--- config.mk ---
export PLATFORM = sky130hd
export DESIGN_NAME = cmd_parser
export DESIGN_NICKNAME = d
export VERILOG_FILES = /design/src/rtl/cmd_parser.sv
export SDC_FILE = /design/constraint.sdc
export NUM_CORES = 1
export LEC_CHECK = 0
export CORE_ASPECT_RATIO = 1.5
export CORE_UTILIZATION = 25
export DETAILED_ROUTE_END_ITERATION = 12
export PLACE_DENSITY = 0.47
export SLEW_MARGIN = 10
export SYNTH_ARGS = -nofsm -noshare
export SYNTH_HDL_FRONTEND = slang
export SYNTH_SLANG_ARGS = --single-unit
--- constraint.sdc ---
create_clock -name clk -period 5.2 [get_ports clk]
set_input_delay 1.04 -clock clk [delete_from_list [all_inputs] [get_ports clk]]
set_output_delay 1.04 -clock clk [all_outputs]
set_load 0.05 [all_outputs]
--- src/rtl/cmd_parser.sv ---
// cmd_parser - multi-key command parser for the host UART byte stream.
//
// A packet is one key character, an optional unsigned argument and a line
// terminator (LF or CR). On the terminator the parser issues a one-cycle
// command strobe carrying the key index and the argument value. A keyed
// packet that is malformed or overflows produces a one-cycle error strobe.
// Packets that start with any other byte are skipped up to the next terminator.
//
// Parameters:
//   NUM_KEYS     number of recognised keys (1..16)
//   KEYS         packed key characters, key i = KEYS[8*i +: 8]
//   VALUE_WIDTH  argument width in bits (4..32)
//
// Ports:
//   clk      in   system clock, rising edge
//   rst      in   asynchronous active-high reset
//   in_byte  in   received byte, sampled when latch=1
//   latch    in   one-cycle strobe marking in_byte valid
//   match    out  one-hot command strobe (index = matched key)
//   valid    out  one-cycle strobe, asserted together with match
//   value    out  parsed argument, updated with valid, held otherwise
//   error    out  one-cycle strobe, keyed packet ended malformed
//
// Build option:
//   CMD_PARSER_HEX_EN  when defined, an "x" as the first argument byte
//                      switches the argument to hexadecimal.
module cmd_parser #(
  parameter int                    NUM_KEYS    = 4,
  parameter logic [8*NUM_KEYS-1:0] KEYS        = "dcba",
  parameter int                    VALUE_WIDTH = 16
) (
  input  logic                   clk,
  input  logic                   rst,
  input  logic [7:0]             in_byte,
  input  logic                   latch,
  output logic [NUM_KEYS-1:0]    match,
  output logic                   valid,
  output logic [VALUE_WIDTH-1:0] value,
  output logic                   error
);

  // Four spare bits hold acc*10+digit (or acc*16+nibble) for any in-range acc.
  localparam int ACC_W = VALUE_WIDTH + 4;
  localparam int IDX_W = (NUM_KEYS > 1) ? $clog2(NUM_KEYS) : 1;

  typedef enum logic [1:0] {
    S_WAIT   = 2'd0,
    S_ARG    = 2'd1,
    S_IGNORE = 2'd2
  } state_t;

  state_t           state_reg;
  logic [ACC_W-1:0] acc_reg;
  logic             err_reg;
  logic [IDX_W-1:0] key_idx_reg;

  // Byte classification
  logic [NUM_KEYS-1:0] key_hit;
  logic                key_any;
  logic [IDX_W-1:0]    key_idx;
  logic                is_term;
  logic                is_dec;
  logic                digit_ok;
  logic [3:0]          nib;
  logic [ACC_W-1:0]    acc_scaled;
  logic [ACC_W-1:0]    acc_sum;
  logic                overflow;

  generate
    for (genvar gi = 0; gi < NUM_KEYS; gi++) begin : g_key
      assign key_hit[gi] = (in_byte == KEYS[8*gi +: 8]);
    end
  endgenerate

  // Walk downwards so that with duplicate keys the lowest index wins.
  always_comb begin
    key_idx = '0;
    for (int i = NUM_KEYS - 1; i >= 0; i--) begin
      if (key_hit[i]) key_idx = IDX_W'(i);
    end
  end

  assign key_any = |key_hit;
  assign is_term = (in_byte == 8'd10) || (in_byte == 8'd13);
  assign is_dec  = (in_byte >= "0") && (in_byte <= "9");

`ifdef CMD_PARSER_HEX_EN
  logic hex_mode_reg;
  logic first_reg;    // no argument byte seen yet in this packet
  logic is_hex_alpha;

  assign is_hex_alpha = ((in_byte >= "a") && (in_byte <= "f")) ||
                        ((in_byte >= "A") && (in_byte <= "F"));
  assign digit_ok   = hex_mode_reg ? (is_dec || is_hex_alpha) : is_dec;
  // Letters a-f/A-F have low nibble 1..6, so +9 gives 10..15.
  assign nib        = is_dec ? in_byte[3:0] : (in_byte[3:0] + 4'd9);
  assign acc_scaled = hex_mode_reg ? (acc_reg << 4) : (acc_reg * ACC_W'(10));
`else
  assign digit_ok   = is_dec;
  assign nib        = in_byte[3:0];
  assign acc_scaled = acc_reg * ACC_W'(10);
`endif

  assign acc_sum  = acc_scaled + ACC_W'(nib);
  assign overflow = |acc_sum[ACC_W-1:VALUE_WIDTH];

  always_ff @(posedge clk or posedge rst) begin
    if (rst) begin
      state_reg   <= S_WAIT;
      acc_reg     <= '0;
      err_reg     <= 1'b0;
      key_idx_reg <= '0;
      match       <= '0;
      valid       <= 1'b0;
      value       <= '0;
      error       <= 1'b0;
`ifdef CMD_PARSER_HEX_EN
      hex_mode_reg <= 1'b0;
      first_reg    <= 1'b0;
`endif
    end else begin
      match <= '0;
      valid <= 1'b0;
      error <= 1'b0;
      if (latch) begin
        case (state_reg)
          S_WAIT: begin
            if (key_any) begin
              state_reg   <= S_ARG;
              key_idx_reg <= key_idx;
              acc_reg     <= '0;
              err_reg     <= 1'b0;
`ifdef CMD_PARSER_HEX_EN
              hex_mode_reg <= 1'b0;
              first_reg    <= 1'b1;
`endif
            end else if (!is_term) begin
              state_reg <= S_IGNORE;
            end
          end
          S_ARG: begin
`ifdef CMD_PARSER_HEX_EN
            first_reg <= 1'b0;
`endif
            if (is_term) begin
              state_reg <= S_WAIT;
              if (err_reg) begin
                error <= 1'b1;
              end else begin
                match <= NUM_KEYS'(1) << key_idx_reg;
                valid <= 1'b1;
                value <= acc_reg[VALUE_WIDTH-1:0];
              end
            end
`ifdef CMD_PARSER_HEX_EN
            else if (first_reg && (in_byte == "x")) begin
              hex_mode_reg <= 1'b1;
            end
`endif
            else if (digit_ok) begin
              // Once flagged, the packet is doomed; stop accumulating.
              if (!err_reg) begin
                if (overflow) err_reg <= 1'b1;
                else          acc_reg <= acc_sum;
              end
            end else begin
              err_reg <= 1'b1;
            end
          end
          S_IGNORE: begin
            if (is_term) state_reg <= S_WAIT;
          end
          default: state_reg <= S_WAIT;
        endcase
      end
    end
  end

endmodule

==> run_results.csv, run 1 <==
group,metric,value,unit
status,outcome,"complete, no violations",
timing,fin_crit_sh,0.915,
floorplan,coreArea,12400,µm²
global_routing,overflow,0,
clock_tree,cts_buffer_depth,2,
timing,tightestPinTransition,0.979,ns
final_layout,drive_gt1_frac,0.125,
hold_path,min_from,"acc_reg[17]",
clock_tree,postCtsResizedCells,0,
timing,min_period,4.76,ns
floorplan,io_pins,33,
hold_path,hold_class,"flop to flop",
clock_tree,cts-root-buf,"clkbuf_16",
placed_design,routabilityCongestion,0.759,
critical_path,crit_slowest_cell,"a211o_1",
detailed_routing,drt_iter0_markers,74,
global_routing,grt_max_degree,47,
clock_tree,post_cts.repair.setup_buffers,0,
placed_design,io_buffer_count,32,
timing,fin_tns_setup,0,ns
yosys,avgSynthCellArea,10.6,µm²
timing,slew_violations,0,
timing,maxSlewHeadroom,0.346,
yosys,synth_area_leader_cell,"dfrtp_1",
timing,rsz0062_at_grt,"no",
critical_path,critPathBufInv,0,
yosys,synth.top_cell.area_share,0.362,
detailed_routing,via_per_inst,4.83,
pwr,ir_worst_vdd,0.140,mV
floorplan,dieArea,13200,µm²
critical_path,critical_path.startpoint_type,"flop",
floorplan,start_util,0.255,
clock_tree,path_clk_slew,0.07,ns
critical_path,reg2reg_from,"acc_reg[1]",
critical_path,cp-end-kind,"flop",
detailed_routing,drtPass1Iterations,4,
yosys,ys_types,55,
floorplan,rows,50,
clock_tree,cts_tree,"built",
clock_tree,insertion_delay,0.29,ns
detailed_routing,drt-wirelength-per-cell,14.9,µm
critical_path,crit_path_max_fanout,19,
placed_design,dpl.hpwl,5820,µm
yosys,synth_ff_type,"dfrtp_1",
clock_tree,cts_num_sinks,46,
yosys,syn_inst,299,
timing,final.setup_skew,0.00516,ns
global_routing,grt_pass1_wl,12300,µm
final_layout,diodes,0,
pwr,p_leak,1.84,nW
yosys,syn_area,3180,µm²
yosys,synth-seq-cells,46,
detailed_routing,drt-total-wl,7360,µm
yosys,synth.most_common_cell,"dfrtp_1",
yosys,synth-edff-count,0,
flow_run,drv_cap,0,
floorplan,fp.dieW,94.1,µm
global_routing,grtUsageTotal,0.119,
yosys,ys_top_cells_by_count,"dfrtp_1, ha_1, nand2_1, xnor2_1, nor2_1",
critical_path,cp_slowest_stage_delay,0.56,ns
final_layout,nets,385,
floorplan,die_h,140,µm
yosys,async_reset_ff_frac,1.00,
detailed_routing,ant_nets,0,
critical_path,crit_top_cell,"ha_1",
final_layout,area_growth,21.9,%
detailed_routing,dr_total_vias,2380,
clock_tree,holdBufCountCts,0,
critical_path,cp.arrival,4.94,ns
critical_path,setup.worst_path.class,"flop to flop",
critical_path,critical_path_required,5.38,ns
critical_path,critPathTopFamily,"compound AO/OA/AOI/OAI gates",
yosys,synthesis.nets,348,
yosys,synthTopCellsByArea,"dfrtp_1, ha_1, xnor2_1, mux2_2, a22o_1",
critical_path,crit_start,"acc_reg[1]",
clock_tree,cts_buffers,5,
timing,whs,0.503,ns
critical_path,path_cells,"ha_1, ha_1, fa_1, a21o_1, a221oi_1, xnor2_1, nand2_1, or3_1, or4_1, a2111oi_4, o211ai_1, a211o_1, a22o_1",
global_routing,antenna_found_initial,0,
timing,finalHoldViolCount,0,
global_routing,grt_pass1_vias,2445,
pwr,powerDensity,222,nW/µm²
detailed_routing,remaining_drc_errors,0,
timing,fmaxAchievable,210,MHz
yosys,synth_seq_area_share,0.362,
final_layout,largest_reg_flops,19,
yosys,ys_warn_count,0,
clock_tree,ctsHtreeMaxLevel,2,
timing,setup_viol_count_final,0,
final cells by class:
type / instances / area (µm²)
tap: 156 / 195
sequential: 46 / 1150
fill: 1277 / 8570
timing repair buffer: 36 / 350
multi-input combinational: 242 / 1970
clock buffer: 5 / 125
clock inverter: 3 / 68.8
inverter: 5 / 18.8
stage by stage:
stage | util | instance area [µm²] | instances | power (mW) | worst slack (ns)
floorplan | - | 3180 | 299 | 0.424 | 0.966
global placement | 0.296 | 3680 | 485 | 0.442 | 0.317
detailed placement | 0.296 | 3680 | 485 | 0.444 | 0.185
CTS | 0.311 | 3880 | 493 | 0.873 | 0.378
global route | 0.311 | 3880 | 493 | 0.892 | 0.205
finish | 0.311 | 3880 | 493 | 0.860 | 0.443
worst register-to-register path, cell delays in order, from the launching register on:
cell	delay, ns
dfrtp_1	0.45
ha_1	0.32
ha_1	0.23
fa_1	0.41
a21o_1	0.23
a221oi_1	0.49
xnor2_1	0.24
nand2_1	0.10
or3_1	0.36
or4_1	0.52
a2111oi_4	0.26
o211ai_1	0.13
a211o_1	0.56
a22o_1	0.34
worst paths after layout:
check	endpoint	slack, ns	depth (start not counted)
worst min register to register	acc_reg[17]	0.50	1
max in group asynchronous	value[14]	3.29	2
min in group asynchronous	match[0]	1.29	2
worst min-delay path	acc_reg[17]	0.50	1
worst max-delay path	acc_reg[3]	0.44	13
worst max register to register	acc_reg[3]	0.44	13
cell usage in the layout, fill, tap and decap left out, types with 3 or more instances in the layout:
cell type,instances
a21o_1,4
a21oi_1,15
a22o_1,17
and2_1,3
and3_1,5
buf_4,4
clkbuf_16,5
clkdlybuf4s50_1,32
dfrtp_1,46
ha_1,36
inv_1,4
mux2_2,16
nand2_1,25
nand2b_1,3
nand3_1,8
nor2_1,19
nor2b_1,3
o211ai_1,4
o21ai_0,13
xnor2_1,21
xor2_1,7
metal layers:
layer | share of wire | wire (µm) | global-route usage
met1 | 0.42 | 3100 | 0.135
met3 | 0.016 | 115 | 0.00814
met5 | 0 | 0 | 0
met4 | 0.022 | 165 | 0.0534
met2 | 0.54 | 3970 | 0.221
cell families after synthesis:
family	count (synthesis)	synth area share
AO/OA/AOI/OAI	72	0.172
adder cells (fa/ha/maj)	38	0.154
flip-flops	46	0.362
AND/OR/NAND/NOR	86	0.148
buffers and inverters	11	0.0212
multiplexers	17	0.0598
XOR/XNOR	29	0.0822
power breakdown:
group | internal (mW) | switching, mW | leakage, nW | total, mW
combinational | 0.0262 | 0.0450 | 1.11 | 0.0713
clock | 0.276 | 0.147 | 0.0940 | 0.424
sequential | 0.361 | 0.00334 | 0.633 | 0.365
Note: power is estimated with default switching activity, not from simulation.
==> inputs of run 2 (changes only) <==
--- a/config.mk
+++ b/config.mk
@@ -5,11 +5,12 @@
 export SDC_FILE = /design/constraint.sdc
 export NUM_CORES = 1
 export LEC_CHECK = 0
+export ABC_AREA = 1
 export CORE_ASPECT_RATIO = 1.5
 export CORE_UTILIZATION = 25
 export DETAILED_ROUTE_END_ITERATION = 12
-export PLACE_DENSITY = 0.47
-export SLEW_MARGIN = 10
+export MAX_ROUTING_LAYER = met4
+export PLACE_DENSITY = 0.46
 export SYNTH_ARGS = -nofsm -noshare
 export SYNTH_HDL_FRONTEND = slang
 export SYNTH_SLANG_ARGS = --single-unit
==> run 2 against run 1 <==
Effect of this change: power decreased by 3.6%; setup slack improved by 0.70 ns; register-to-register slack improved by 0.91 ns; critical path depth increased by 7.
==> run_results.csv, run 2 <==
group,metric,value,unit
placed_design,routabilityCongestion,0.808,
placed_design,dpl.hpwl,7840,µm
yosys,synth_seq_area_share,0.313,
clock_tree,cts_num_sinks,46,
critical_path,critical_path.startpoint_type,"input port",
timing,slew_violations,0,
timing,fin_crit_sh,0.780,
floorplan,rows,53,
final_layout,final_cell_mix,"nand2_1, inv_1, nand3_1",
detailed_routing,via_per_inst,4.44,
final_layout,diodes,0,
timing,setup_viol_count_final,0,
detailed_routing,remaining_drc_errors,0,
floorplan,die_h,151,µm
hold_path,hold_class,"flop to flop",
timing,fin_tns_setup,0,ns
yosys,synth-edff-count,0,
critical_path,critPathBufInv,1,
yosys,ys_warn_count,0,
pwr,ir_worst_vdd,0.151,mV
final_layout,area_growth,18.3,%
yosys,synthTopCellsByArea,"dfrtp_1, nand2_1, ha_1, nand3_1, inv_1",
critical_path,crit_slowest_cell,"clkdlybuf4s50_1",
final_layout,drive_gt1_frac,0.0659,
clock_tree,post_cts.repair.setup_buffers,0,
clock_tree,ctsHtreeMaxLevel,2,
critical_path,critPathTopFamily,"simple AND/OR/NAND/NOR gates",
timing,fmaxAchievable,246,MHz
yosys,synth_ff_type,"dfrtp_1",
final_layout,nets,625,
detailed_routing,drt_iter0_markers,132,
critical_path,setup.worst_path.class,"input port to flop",
floorplan,io_pins,33,
yosys,synth.most_common_cell,"nand2_1",
critical_path,path_cells,"clkdlybuf4s50_1, ha_1, fa_1, nand2_1, nand2_1, nand3_1, nor2_2, nand3_2, nor2_2, nand3_2, nor2_4, nand2_1, nand2_1, nand2_1, nor2_2, nand3_1, nand2_2, nand2_2, nand2_1, nand2_1",
yosys,synth_area_leader_cell,"dfrtp_1",
detailed_routing,ant_nets,0,
yosys,async_reset_ff_frac,1.00,
critical_path,cp.arrival,4.24,ns
timing,tightestPinTransition,0.968,ns
detailed_routing,drt-total-wl,9750,µm
global_routing,overflow,0,
global_routing,grtUsageTotal,0.144,
floorplan,start_util,0.259,
critical_path,crit_top_cell,"nand2_1",
clock_tree,cts_buffer_depth,2,
final_layout,register_area,1150,µm²
floorplan,coreArea,14200,µm²
timing,maxSlewHeadroom,0.354,
final_layout,final_cell_count_no_fill,769,
pwr,p_total,0.829,mW
clock_tree,cts_tree,"built",
global_routing,antenna_found_initial,0,
clock_tree,cts_buffers,5,
detailed_routing,wl_met2,5310,µm
detailed_routing,drtPass1Iterations,5,
critical_path,crit_path_max_fanout,20,
yosys,ys_types,35,
yosys,syn_inst,544,
detailed_routing,drt-wirelength-per-cell,12.7,µm
detailed_routing,met1Wirelength,4050,µm
critical_path,cp_slowest_stage_delay,0.63,ns
yosys,synth.top_cell.area_share,0.313,
pwr,powerDensity,190,nW/µm²
placed_design,dp.cells,761,
detailed_routing,wl_met3,251,µm
floorplan,dieArea,15200,µm²
timing,whs,0.470,ns
clock_tree,insertion_delay,0.29,ns
critical_path,critical_path_required,5.38,ns
yosys,synth-seq-cells,46,
floorplan,fp.dieW,101,µm
detailed_routing,dr_total_vias,3411,
yosys,synthesis.nets,593,
global_routing,grt_pass1_wl,16500,µm
global_routing,grt_pass1_vias,3440,
timing,final.setup_skew,0.0112,ns
final_layout,largest_reg_flops,19,
pwr,p_leak,2.31,nW
clock_tree,path_clk_slew,0.06,ns
yosys,syn_area,3680,µm²
status,outcome,"complete, no violations",
final_layout,n_fill_cell,1598,
yosys,avgSynthCellArea,6.76,µm²
timing,rsz0062_at_grt,"no",
detailed_routing,top_layer_used,"met4",
global_routing,grt_max_degree,47,
critical_path,cp-end-kind,"flop",
clock_tree,postCtsResizedCells,0,
final_layout,final_common_cell,"nand2_1",
flow_run,drv_cap,0,
clock_tree,cts-root-buf,"clkbuf_16",
timing,min_period,4.06,ns
yosys,ys_top_cells_by_count,"nand2_1, inv_1, nand3_1, dfrtp_1, ha_1",
clock_tree,holdBufCountCts,0,
final_layout,multi_input_area,2220,µm²
placed_design,io_buffer_count,32,
timing,finalHoldViolCount,0,
-- run 2: cell types whose count changed after synthesis, moves of 5 or more --
cell	before	now
nand2_1	25	216
inv_1	5	57
nand3_1	8	47
xnor2_1	21	3
a22o_1	17	0
mux2_2	16	0
nor2_1	19	33
inv_2	0	8
nand2_2	0	7
nand4_1	2	7
-- run 2: where the power goes --
group	total, mW	internal [mW]	switching (mW)	leakage (nW)
sequential	0.375	0.367	0.00777	0.637
combinational	0.124	0.0341	0.0903	1.60
clock	0.329	0.190	0.139	0.0729
-- run 2: final timing paths --
check,slack (ns),cells after the start,end,start
min in group asynchronous,1.28,2,value[5],rst
worst min-delay path,0.47,1,match[2],key_idx_reg[0]
worst min register to register,0.47,1,match[2],key_idx_reg[0]
worst max-delay path,1.14,20,acc_reg[1],in_byte[1]
max in group asynchronous,3.30,2,state_reg[0],rst
worst max register to register,1.35,20,acc_reg[1],acc_reg[1]
-- run 2: routing by layer --
layer | up-vias | global-route usage
met1 | 1559 | 0.150
met2 | 51 | 0.277
li1 | 1794 | -
met3 | 7 | 0.0144
met4 | 0 | 0.0464
met5 | - | -
-- run 2: cell families (layout without fill, tap and decap cells) --
family,after synthesis,count (layout),synth area share
buf+inv,77,110,0.0844
fa+ha+maj,38,38,0.133
flops,46,46,0.313
xor+xnor,6,6,0.0143
compound gates,41,41,0.0612
simple gates,336,336,0.394
-- run 2: cell type report --
type	instances	area share
multi-input combinational	421	0.510
inverter	68	0.0587
tap	192	0.0552
timing repair buffer	34	0.0771
clock inverter	2	0.00288
sequential	46	0.265
clock buffer	6	0.0319
-- run 2: worst reg2reg max path, delay by kind of cell, from the launching register on --
| kind | cells | cell delay [ns] |
|---|---|---|
| DFF | 1 | 0.45 |
| and+or+nand+nor | 15 | 1.91 |
| AOI/OAI and AO/OA | 1 | 0.20 |
| adders and majority gates | 3 | 1.13 |
| buffers and inverters | 1 | 0.05 |
-- run 2: metrics by stage --
stage | util | area [µm²] | setup slack, ns
4_1_cts | 0.307 | 4350 | 1.13
3_5_place_dp | 0.296 | 4200 | 0.838
3_3_place_gp | 0.296 | 4200 | 0.938
6_report | 0.307 | 4350 | 1.14
2_1_floorplan | - | 3680 | 2.04
5_1_grt | 0.307 | 4350 | 0.785
==> inputs of run 3 (changes only) <==
--- a/config.mk
+++ b/config.mk
@@ -10,7 +10,7 @@
 export CORE_UTILIZATION = 25
 export DETAILED_ROUTE_END_ITERATION = 12
 export MAX_ROUTING_LAYER = met4
-export PLACE_DENSITY = 0.46
+export PLACE_DENSITY = 0.48
 export SYNTH_ARGS = -nofsm -noshare
 export SYNTH_HDL_FRONTEND = slang
 export SYNTH_SLANG_ARGS = --single-unit
==> constraint.sdc (replaced) <==
create_clock -name clk -period 3.25 [get_ports clk]
set_input_delay 0.65 -clock clk [delete_from_list [all_inputs] [get_ports clk]]
set_output_delay 0.65 -clock clk [all_outputs]
set_load 0.05 [all_outputs]
==> run 3 against run 2 <==
Effect of this change: critical path depth unchanged; core utilization increased by 3.2 points; global-route usage about the same; power increased by 77%; largest cell class unchanged; largest power group unchanged.
==> run_results.csv, run 3 (synthesized netlist as in run 2, its figures left out) <==
group,metric,value,unit
status,outcome,"complete, no violations",
clock_tree,insertion_delay,0.29,ns
global_routing,grt_pass1_vias,3510,
clock_tree,cts_buffer_depth,2,
hold_path,hold_class,"flop to flop",
placed_design,routabilityCongestion,0.851,
timing,fin_tns_setup,0,ns
pwr,swShare,0.287,
detailed_routing,drt-total-wl,9870,µm
pwr,switching_power,0.422,mW
detailed_routing,ant_nets,0,
critical_path,setup.worst_path.class,"flop to flop",
floorplan,coreArea,14200,µm²
clock_tree,ctsHtreeMaxLevel,2,
final_layout,nets,658,
clock_tree,cts_num_sinks,46,
detailed_routing,drt-wirelength-per-cell,12.3,µm
clock_tree,path_clk_slew,0.06,ns
global_routing,grt-busiest-layer,"met2",
timing,whs,0.470,ns
pwr,p_seq_frac,0.408,
clock_tree,cts_tree,"built",
pwr,clockPowerShare,0.375,
detailed_routing,via_per_inst,4.43,
floorplan,die_h,151,µm
timing,fin_crit_sh,0.991,
detailed_routing,drtPass1Iterations,4,
clock_tree,cts_buffers,5,
global_routing,grt_pass1_wl,16700,µm
global_routing,grtUsageMet2,0.271,
floorplan,start_util,0.259,
final_layout,n_fill_cell,1552,
timing,setup_viol_count_final,0,
flow_run,drv_cap,0,
final_layout,final_cell_mix,"nand2_1, inv_1, dfrtp_1",
floorplan,fp.dieW,101,µm
placed_design,dpl.hpwl,7920,µm
critical_path,crit_path_max_fanout,8,
clock_tree,holdBufCountCts,0,
detailed_routing,drt_iter0_markers,129,
pwr,p_leak,2.49,nW
global_routing,grt_max_degree,24,
pwr,internal_power,1.05,mW
global_routing,overflow,0,
floorplan,io_pins,33,
pwr,combPwrFrac,0.217,
final_layout,area_growth,30.5,%
hold_path,min_path_cells,2,
floorplan,dieArea,15200,µm²
critical_path,cp.arrival,3.45,ns
timing,rsz0062_at_grt,"yes",
final_layout,final_common_cell,"nand2_1",
clock_tree,cts-root-buf,"clkbuf_16",
timing,finalHoldViolCount,0,
final_layout,drive_gt1_frac,0.164,
critical_path,critical_path_required,3.48,ns
global_routing,use_met3,0.0107,
final_layout,multi_input_area,2380,µm²
timing,slew_violations,0,
timing,fmaxAchievable,310,MHz
timing,min_period,3.22,ns
detailed_routing,remaining_drc_errors,0,
timing,tightestPinTransition,0.598,ns
final_layout,largest_reg_flops,19,
global_routing,use_met1,0.153,
timing,maxSlewHeadroom,0.601,
placed_design,io_buffer_count,32,
critical_path,r2r_cells,20,
timing,final.setup_skew,0.00484,ns
final_layout,register_area,1150,µm²
critical_path,critical_path.startpoint_type,"flop",
global_routing,grtUsageTotal,0.144,
pwr,ir_worst_vdd,0.217,mV
floorplan,rows,53,
final_layout,diodes,0,
detailed_routing,dr_total_vias,3550,
global_routing,antenna_found_initial,0,
pwr,powerDensity,306,nW/µm²
critical_path,cp-end-kind,"flop",
[run 3: critical path, cell delays in order, from the launching register on]
cell and delay (ns):
dfrtp_1 0.42, ha_4 0.26, ha_4 0.16, fa_2 0.57, nand2_2 0.06, inv_2 0.04
nand4_1 0.11, a21oi_2 0.20, nand2_2 0.10, nor2_4 0.12, nand2_2 0.08, nor2_4 0.16
nand2_1 0.08, nand2_1 0.06, nand2_1 0.06, nor2_2 0.13, nand3_2 0.09, nand2_4 0.15
buf_8 0.15, nand3_1 0.09, nand2_1 0.08
[run 3: routing by layer]
layer  vias to the layer above  wire (µm)
met4                         0        208
met2                        42       5350
met3                        13        134
li1                       1864          -
met1                      1631       4180
met5                         -          0
[run 3: worst paths after layout]
| path | start | endpoint | slack (ns) |
|---|---|---|---|
| hold / removal | value[0] | value[0] | 0.47 |
| setup reg to reg | acc_reg[1] | acc_reg[3] | 0.03 |
| max in group asynchronous | rst | acc_reg[15] | 1.98 |
| setup / recovery | acc_reg[1] | acc_reg[3] | 0.03 |
| min in group asynchronous | rst | value[3] | 0.70 |
| hold reg to reg | value[0] | value[0] | 0.47 |
[run 3: cell type report]
| type | instances | area share |
|---|---|---|
| multi-input cells | 421 | 0.495 |
| flip-flops and latches | 46 | 0.240 |
| repair buffers | 67 | 0.128 |
| inverters | 68 | 0.0532 |
| well taps | 192 | 0.0500 |
| clock buffers | 7 | 0.0318 |
| clock inverters | 1 | 0.00182 |
[run 3: power by group through the flow]
stage / clock [mW] / sequential (mW) / combinational (mW)
after floorplan: 0 / 0.607 / 0.174
after global placement: 0 / 0.610 / 0.229
after detailed placement: 0 / 0.610 / 0.230
after CTS: 0.565 / 0.599 / 0.306
after global routing: 0.591 / 0.601 / 0.357
final: 0.550 / 0.600 / 0.320
[run 3: what timing repair did]
item	4_1_cts	5_1_grt
cloned	1	0
pin swaps	9	17
buffers inserted	2	8
resized for setup	11	31
setup endpoints to repair	16	20
[run 3: through the flow]
step                 util  std cells  total power [mW]  cell area (µm²)  worst slack [ns]
floorplan               -        544             0.782             3680            0.0858
global placement    0.308        784             0.838             4370            -0.113
detailed placement  0.308        784             0.840             4370            -0.162
CTS                 0.326        795              1.47             4620           -0.0578
global route        0.338        802              1.55             4800            -0.155
finish              0.338        802              1.47             4800            0.0278
